### src/rtl/cp0.sv
// cp0: coprocessor 0 exception/interrupt control; optional hardware interrupts via CP0_HWINT_EN
module cp0 (
   input  logic        clk,
   input  logic        rst,
   input  logic        exc_req,
   input  logic [2:0]  exc_cause,
   input  logic [31:0] exc_pc,
   input  logic        eret,
   input  logic        we,
   input  logic [4:0]  waddr,
   input  logic [31:0] wdata,
   input  logic [4:0]  raddr,
`ifdef CP0_HWINT_EN
   input  logic [5:0]  hw_int,
`endif
   output logic [31:0] rdata,
   output logic        redirect,
   output logic [31:0] redirect_pc,
   output logic        exl
);
   localparam logic [31:0] VEC  = 32'h8000_0180;
   localparam logic [31:0] PRID = 32'h0001_8000;

   typedef enum logic {NORMAL = 1'b0, HANDLER = 1'b1} state_e;

   state_e      state_q, state_d;
   logic        ie_q, ie_d;
   logic [4:0]  code_q, code_d;
   logic [31:0] epc_q, epc_d;
   logic        redir_q, redir_d;
   logic [31:0] rpc_q, rpc_d;
   logic        pend_q, pend_d;
   logic [31:0] ppc_q, ppc_d;
   logic [5:0]  im_q, ip_q;
   logic        exc_v, irq, take, ret, ev, wr_st, wr_ep;
   logic [31:0] tgt;

`ifdef CP0_HWINT_EN
   logic [5:0] im_d;
   // interrupt mask and sampled pending lines
   always_ff @(posedge clk) begin
      if (rst) begin
         im_q <= '0;
         ip_q <= '0;
      end else begin
         im_q <= im_d;
         ip_q <= hw_int;
      end
   end
`else
   assign im_q = '0;
   assign ip_q = '0;
`endif

   // architectural state and redirect pulse registers
   always_ff @(posedge clk) begin
      if (rst) begin
         state_q <= NORMAL;
         ie_q    <= 1'b0;
         code_q  <= '0;
         epc_q   <= '0;
         redir_q <= 1'b0;
         rpc_q   <= '0;
         pend_q  <= 1'b0;
         ppc_q   <= '0;
      end else begin
         state_q <= state_d;
         ie_q    <= ie_d;
         code_q  <= code_d;
         epc_q   <= epc_d;
         redir_q <= redir_d;
         rpc_q   <= rpc_d;
         pend_q  <= pend_d;
         ppc_q   <= ppc_d;
      end
   end

   // event decode, next state, register writes and redirect spacing
   always_comb begin
      exc_v   = exc_req && exc_cause != 3'd0 && exc_cause <= 3'd3;
      irq     = state_q == NORMAL && ie_q && |(ip_q & im_q) && !exc_v;
      take    = exc_v || irq;
      ret     = eret && state_q == HANDLER && !take;
      ev      = take || ret;
      tgt     = take ? VEC : epc_q;
      wr_st   = we && waddr == 5'd12 && !take;
      wr_ep   = we && waddr == 5'd14 && !take;
      state_d = wr_st ? state_e'(wdata[1]) : state_q;
      ie_d    = wr_st ? wdata[0] : ie_q;
      epc_d   = wr_ep ? wdata : epc_q;
      code_d  = code_q;
`ifdef CP0_HWINT_EN
      im_d    = wr_st ? wdata[15:10] : im_q;
`endif
      if (take) begin
         state_d = HANDLER;
         code_d  = irq ? 5'd0 : (exc_cause == 3'd1 ? 5'd10 : 5'd12);
         epc_d   = state_q == NORMAL ? exc_pc : epc_q;
      end else if (ret) begin
         state_d = NORMAL;
      end
      redir_d = 1'b0;
      rpc_d   = rpc_q;
      pend_d  = pend_q;
      ppc_d   = ppc_q;
      if (redir_q) begin
         pend_d = ev;
         ppc_d  = tgt;
      end else if (ev || pend_q) begin
         redir_d = 1'b1;
         rpc_d   = ev ? tgt : ppc_q;
         pend_d  = 1'b0;
      end
   end

   // mfc0 read port shows pre-edge register values
   always_comb begin
      rdata = raddr == 5'd12 ? {16'b0, im_q, 8'b0, state_q == HANDLER, ie_q} :
              raddr == 5'd13 ? {16'b0, ip_q, 3'b0, code_q, 2'b0} :
              raddr == 5'd14 ? epc_q :
              raddr == 5'd15 ? PRID : 32'h0;
   end

   assign redirect    = redir_q;
   assign redirect_pc = rpc_q;
   assign exl         = state_q == HANDLER;
endmodule

### config.mk
export PLATFORM = sky130hd
export DESIGN_NAME = cp0
export DESIGN_NICKNAME = d
export VERILOG_FILES = /design/src/rtl/cp0.sv
export SDC_FILE = /design/constraint.sdc
export NUM_CORES = 1
export LEC_CHECK = 0
export CAP_MARGIN = 20
export CORE_UTILIZATION = 35
export DETAILED_ROUTE_END_ITERATION = 10
export HOLD_SLACK_MARGIN = 0.02
export SYNTH_ARGS = -nofsm -noshare
export SYNTH_HDL_FRONTEND = slang
export SYNTH_SLANG_ARGS = --single-unit
### constraint.sdc
create_clock -name clk -period 2.9 [get_ports clk]
set_clock_uncertainty 0.1 [all_clocks]
set_input_delay 0.435 -clock clk [delete_from_list [all_inputs] [get_ports clk]]
set_output_delay 0.435 -clock clk [all_outputs]
set_load 0.005 [all_outputs]
==> metrics.csv, run 1 <==
metric,value,unit
htreeDepth,3,
synth_edf_count,0,
start_util,36.1,%
max_slew_margin,61.3,%
antennaDiodeCount,0,
fmax,373,MHz
drtIter0Drc,193,
critPathRequiredTime,2.37,ns
die_w,125,um
via_per_inst,5.29,
cts_buffers,9,
period_share,92.4,%
track_usage,19.5,%
grt_remaining_overflow,0,
gp_congestion,0.788,
path_class,input pin to primary output,
area_growth,35.1,%
holdBufCountCts,0,
dieArea,0.0156,mm^2
dieHeight,125,um
setup-tns-final,0,ns
syn_avg_cell_area,8.46,um^2
ys.flop_type,dfxtp_1,
grt_pass1_vias,4715,
grt_max_degree,70,
numPlacedInstances,910,
cts_tree,built,
rsz0062_at_grt,false,
route.detailed.drc,0,
hpwl,10.5,mm
fp-row-count,44,
postCtsSetupBuffers,0,
yosysWarnings,0,
hold_ws,0.353,ns
clkLatencyLatePin,0.34,ns
drive_above_1_share,6.88,%
firstDrtPassIters,4,
power.density,480,mW/mm^2
drt-total-wl,15.2,mm
finalHoldViolCount,0,
design_power_total,3.42,mW
final_max_slew_viol_count,0,
wl_per_cell,16.4,um
clkSlewWorstSetupHoldPaths,0.06,ns
antenna_found_initial,0,
hold_class,register to register,
nets,819,
clock-sinks,103,
tightest_slew,0.580,ns
grt_pass1_wl,24.6,mm
finalNonFillerCells,925,
ir_drop,0.000276,V
p_leak,2.58,nW
clockBufferDepth,2,
maxCapViolations,0,
cts_root_buf,clkbuf_16,
cp.arrival,2.14,ns
port-buffer-count,147,
setup_violations,0,
crit_path_end_kind,primary output,
ant_nets,0,
core-area,0.0146,mm^2
synthArstFlopShare,0,%
critPathMaxFanout,16,
synth_fp_nets,705,
status,"complete, no violations",
pin_count,148,
fin_crit,2.68,ns
yosysSeqAreaShare,39.1,%
num_vias,4893,
synth.distinct_cells,34,
netlist_area,0.00527,mm^2
utilization,48.8,%
yosys_register_bits,103,
critPathLaunchType,input pin,
cts_resized,0,
synthCells,623,
## cell families (layout without fill, tap and decap cells)
logic type	after synthesis	in the layout	synth area share (%)
compound gates	202	202	25.7
simple gates	185	185	19.9
flops	103	103	39.1
buf+inv	99	217	8.83
mux	34	34	6.46
## metal layers
layer  vias up  GRT usage (%)  share of wire, %
met1      2279           27.6                48
met3        17           3.35               5.1
met4         0           6.73               1.6
li1       2449              -                 -
met5         -              0                 0
met2       148           29.6                45
## critical path, stage by stage
cell and delay, ns:
clkdlybuf4s50_1 0.47, nor2b_2 0.20, and2b_1 0.18, buf_4 0.20, and2_1 0.15, clkdlybuf4s50_1 0.50
## layout make-up
| class | instances | area [um^2] |
|---|---|---|
| clock inverters | 3 | 42.5 |
| repair buffers | 167 | 1640 |
| fillers | 1390 | 7470 |
| well taps | 184 | 230 |
| clock buffers | 12 | 256 |
| inverters | 35 | 131 |
| multi-input cells | 421 | 2750 |
| flip-flops and latches | 103 | 2060 |
## worst paths after layout
check	cells after the start	start	slack [ns]	endpoint
worst max-delay path	6	raddr[1]	0.22	rdata[31]
worst min-delay path	2	redirect_pc[1]	0.35	redirect_pc[1]
worst max register to register	5	exl	0.95	redirect_pc[15]
worst min register to register	2	redirect_pc[1]	0.35	redirect_pc[1]
## flip-flops by register name, summed over array words and instances, names as in the netlist
name / flops
epc_q: 32
ppc_q: 32
redirect_pc: 32
code_q: 3
exl: 1
ie_q: 1
pend_q: 1
redirect: 1
## where the power goes
part / internal [mW] / switching, mW / leakage, nW
Sequential: 1.50 / 0.0906 / 0.842
Clock: 0.711 / 0.527 / 0.145
Combinational: 0.318 / 0.269 / 1.60
Total: 2.53 / 0.886 / 2.58
## synth_stat cells (all sizes together), types with 2 or more instances
master    n  share of area (%)
a21oi    60                5.7
nand2     4               0.28
nor2b    33                4.1
nand3    58                5.5
a22oi     4               0.57
mux2i    34                6.5
nand2b   30                3.6
o21ai    33                3.2
a221oi    3               0.50
nor2     22                1.6
buf      30                3.9
and3b     2               0.33
inv      35                2.5
dfxtp   103                 39
a21o      2               0.57
nor3      4               0.59
and2     26                3.1
nand3b    4               0.57
clkbuf   34                2.4
a211oi   96                 14
## layout by cell type (no fill, tap or decap), types with 7 or more instances in the layout
master           count
a211oi_1            89
a211oi_2             7
a21oi_1             60
and2_1              26
buf_4               19
clkbuf_16            9
clkdlybuf4s50_1    146
dfxtp_1            102
inv_1               35
mux2i_1             34
nand2b_1            30
nand3_1             58
nor2_1              21
nor2b_1             31
o21ai_0             32
## metrics by stage
stage               worst slack [ns]  area, um^2
floorplan                       1.05        5270
global placement               0.205        6820
detailed placement             0.134        6820
CTS                            0.129        7120
global route                   0.118        7120
finish                         0.221        7120
Power figures use the tool's default switching activity.
==> inputs of run 2 (changes only) <==
--- a/config.mk
+++ b/config.mk
@@ -6,7 +6,7 @@
 export NUM_CORES = 1
 export LEC_CHECK = 0
 export CAP_MARGIN = 20
-export CORE_UTILIZATION = 35
+export CORE_UTILIZATION = 24
 export DETAILED_ROUTE_END_ITERATION = 10
 export HOLD_SLACK_MARGIN = 0.02
 export SYNTH_ARGS = -nofsm -noshare
==> run 2 against run 1 <==
Net effect: power grew 3.3%; flip-flop and latch count is the same; maximum frequency grew 0.57%; sequential share of layout area shrank 0.63 points; clock power grew 9%; core utilization shrank 15 points; worst hold slack gained 0.0016 ns; setup slack gained 0.015 ns; routed wire length grew 5.9%; register-to-register slack gained 0.10 ns; combinational power grew 2%; largest cell class unchanged; non-clock buffer count grew 3.
==> metrics.csv, run 2 (same netlist as run 1, synthesis figures left out) <==
metric,value,unit,change
status,"complete, no violations",,
clock-sinks,103,,unchanged
holdBufCountCts,0,,unchanged
dieHeight,150,um,+20%
hold_class,register to register,,
period_share,91.9,%,-0.52 points
antennaDiodeCount,0,,unchanged
ir_drop,0.000288,V,+4.3%
route.detailed.drc,0,,unchanged
cts_root_buf,clkbuf_16,,
clockBufferDepth,2,,unchanged
fp-row-count,53,,+20%
path_class,input pin to primary output,,
placed_area,0.00694,mm^2,+1.8%
most-common-layout-cells,"146 x clkdlybuf4s50_1, 102 x dfxtp_1, 89 x a211oi_1",,
finalNonFillerCells,1020,,+10%
firstDrtPassIters,4,,unchanged
cp.arrival,2.13,ns,about the same
area_growth,38.1,%,
drive_above_1_share,7.52,%,+0.63 points
fmax,375,MHz,+0.57%
die_w,150,um,+20%
cts_buffers,9,,unchanged
numPlacedInstances,1004,,+10%
setup_violations,0,,unchanged
finalHoldViolCount,0,,unchanged
critPathLaunchType,input pin,,
ant_nets,0,,unchanged
postCtsSetupBuffers,0,,unchanged
hpwl,11.5,mm,+9.3%
max_slew_margin,63.6,%,+2.3 points
num_vias,4790,,-2.1%
final_max_slew_viol_count,0,,unchanged
start_util,24.8,%,-11 points
wl_per_cell,15.8,um,-3.9%
clkLatencyLatePin,0.35,ns,about the same
grt_remaining_overflow,0,,unchanged
p_leak,2.61,nW,+1.0%
grt_pass1_wl,25.9,mm,+4.9%
dieArea,0.0226,mm^2,+45%
final_common_cell,clkdlybuf4s50_1,,
gp_congestion,0.758,,-3.8%
core-area,0.0213,mm^2,+46%
via_per_inst,4.70,,-11%
drtIter0Drc,353,,+83%
crit_path_end_kind,primary output,,
critPathMaxFanout,16,,unchanged
htreeDepth,3,,unchanged
cts_resized,0,,unchanged
critPathRequiredTime,2.37,ns,about the same
maxCapViolations,0,,unchanged
antenna_found_initial,0,,unchanged
power.density,485,mW/mm^2,+1.1%
rsz0062_at_grt,false,,
grt_pass1_vias,4622,,-2.0%
drt-total-wl,16.1,mm,+5.9%
setup-tns-final,0,ns,unchanged
nets,822,,+0.37%
tightest_slew,0.546,ns,-0.0341 ns
cts_tree,built,,
port-buffer-count,147,,unchanged
clkSlewWorstSetupHoldPaths,0.07,ns,about the same
design_area,0.00728,mm^2,+2.2%
grt_max_degree,52,,-26%
pin_count,148,,unchanged
fin_crit,2.66,ns,-0.0151 ns
track_usage,14.7,%,-4.8 points
[run 2: changes by cell type in the layout (fill, tap and decap cells not counted), sizes merged]
| cell | change |
|---|---|
| buf | +3 |
| bufinv | +1 |
| clkbuf | -1 |
| clkinvlp | +1 |
[run 2: per-stage QoR]
step,util (%),setup WS (ns),total power [mW],hold WS (ns)
after floorplan,-,1.05,1.92,0.341
after global placement,32.6,0.189,2.22,0.342
after detailed placement,32.6,0.161,2.23,0.345
after CTS,34.2,0.140,3.58,0.356
after global routing,34.2,0.0970,3.69,0.373
final,34.2,0.236,3.53,0.354
[run 2: worst max-delay path, stage by stage]
cell and delay (ns):
clkdlybuf4s50_1 0.46, nor2b_2 0.20, and2b_1 0.16, buf_4 0.19, and2_1 0.16, clkdlybuf4s50_1 0.51
[run 2: routing by layer]
| metal | vias to the layer above | routed length [um] | global-route usage (%) |
|---|---|---|---|
| met5 | - | 0 | 0 |
| met4 | 0 | 175 | 4.85 |
| met3 | 10 | 605 | 2.15 |
| met2 | 111 | 7020 | 21.6 |
| met1 | 2221 | 8310 | 21.7 |
| li1 | 2448 | - | - |
[run 2: worst paths after layout]
path	start	end	slack, ns	cells after the start
min reg2reg	redirect_pc[3]	redirect_pc[3]	0.35	2
max	raddr[1]	rdata[30]	0.24	6
max reg2reg	exl	redirect_pc[31]	1.05	4
min	redirect_pc[3]	redirect_pc[3]	0.35	2
[run 2: cell type report]
cell class | count | area (um^2)
clock buffers | 11 | 253
clock inverters | 5 | 80.1
fillers | 2241 | 14000
inverters | 35 | 131
multi-input cells | 421 | 2750
flip-flops and latches | 103 | 2060
well taps | 275 | 344
repair buffers | 170 | 1650
[run 2: power by group]
part / switching, mW / internal (mW) / leakage [nW]
combinational: 0.279 / 0.319 / 1.61
clock: 0.545 / 0.802 / 0.158
sequential: 0.0844 / 1.50 / 0.842
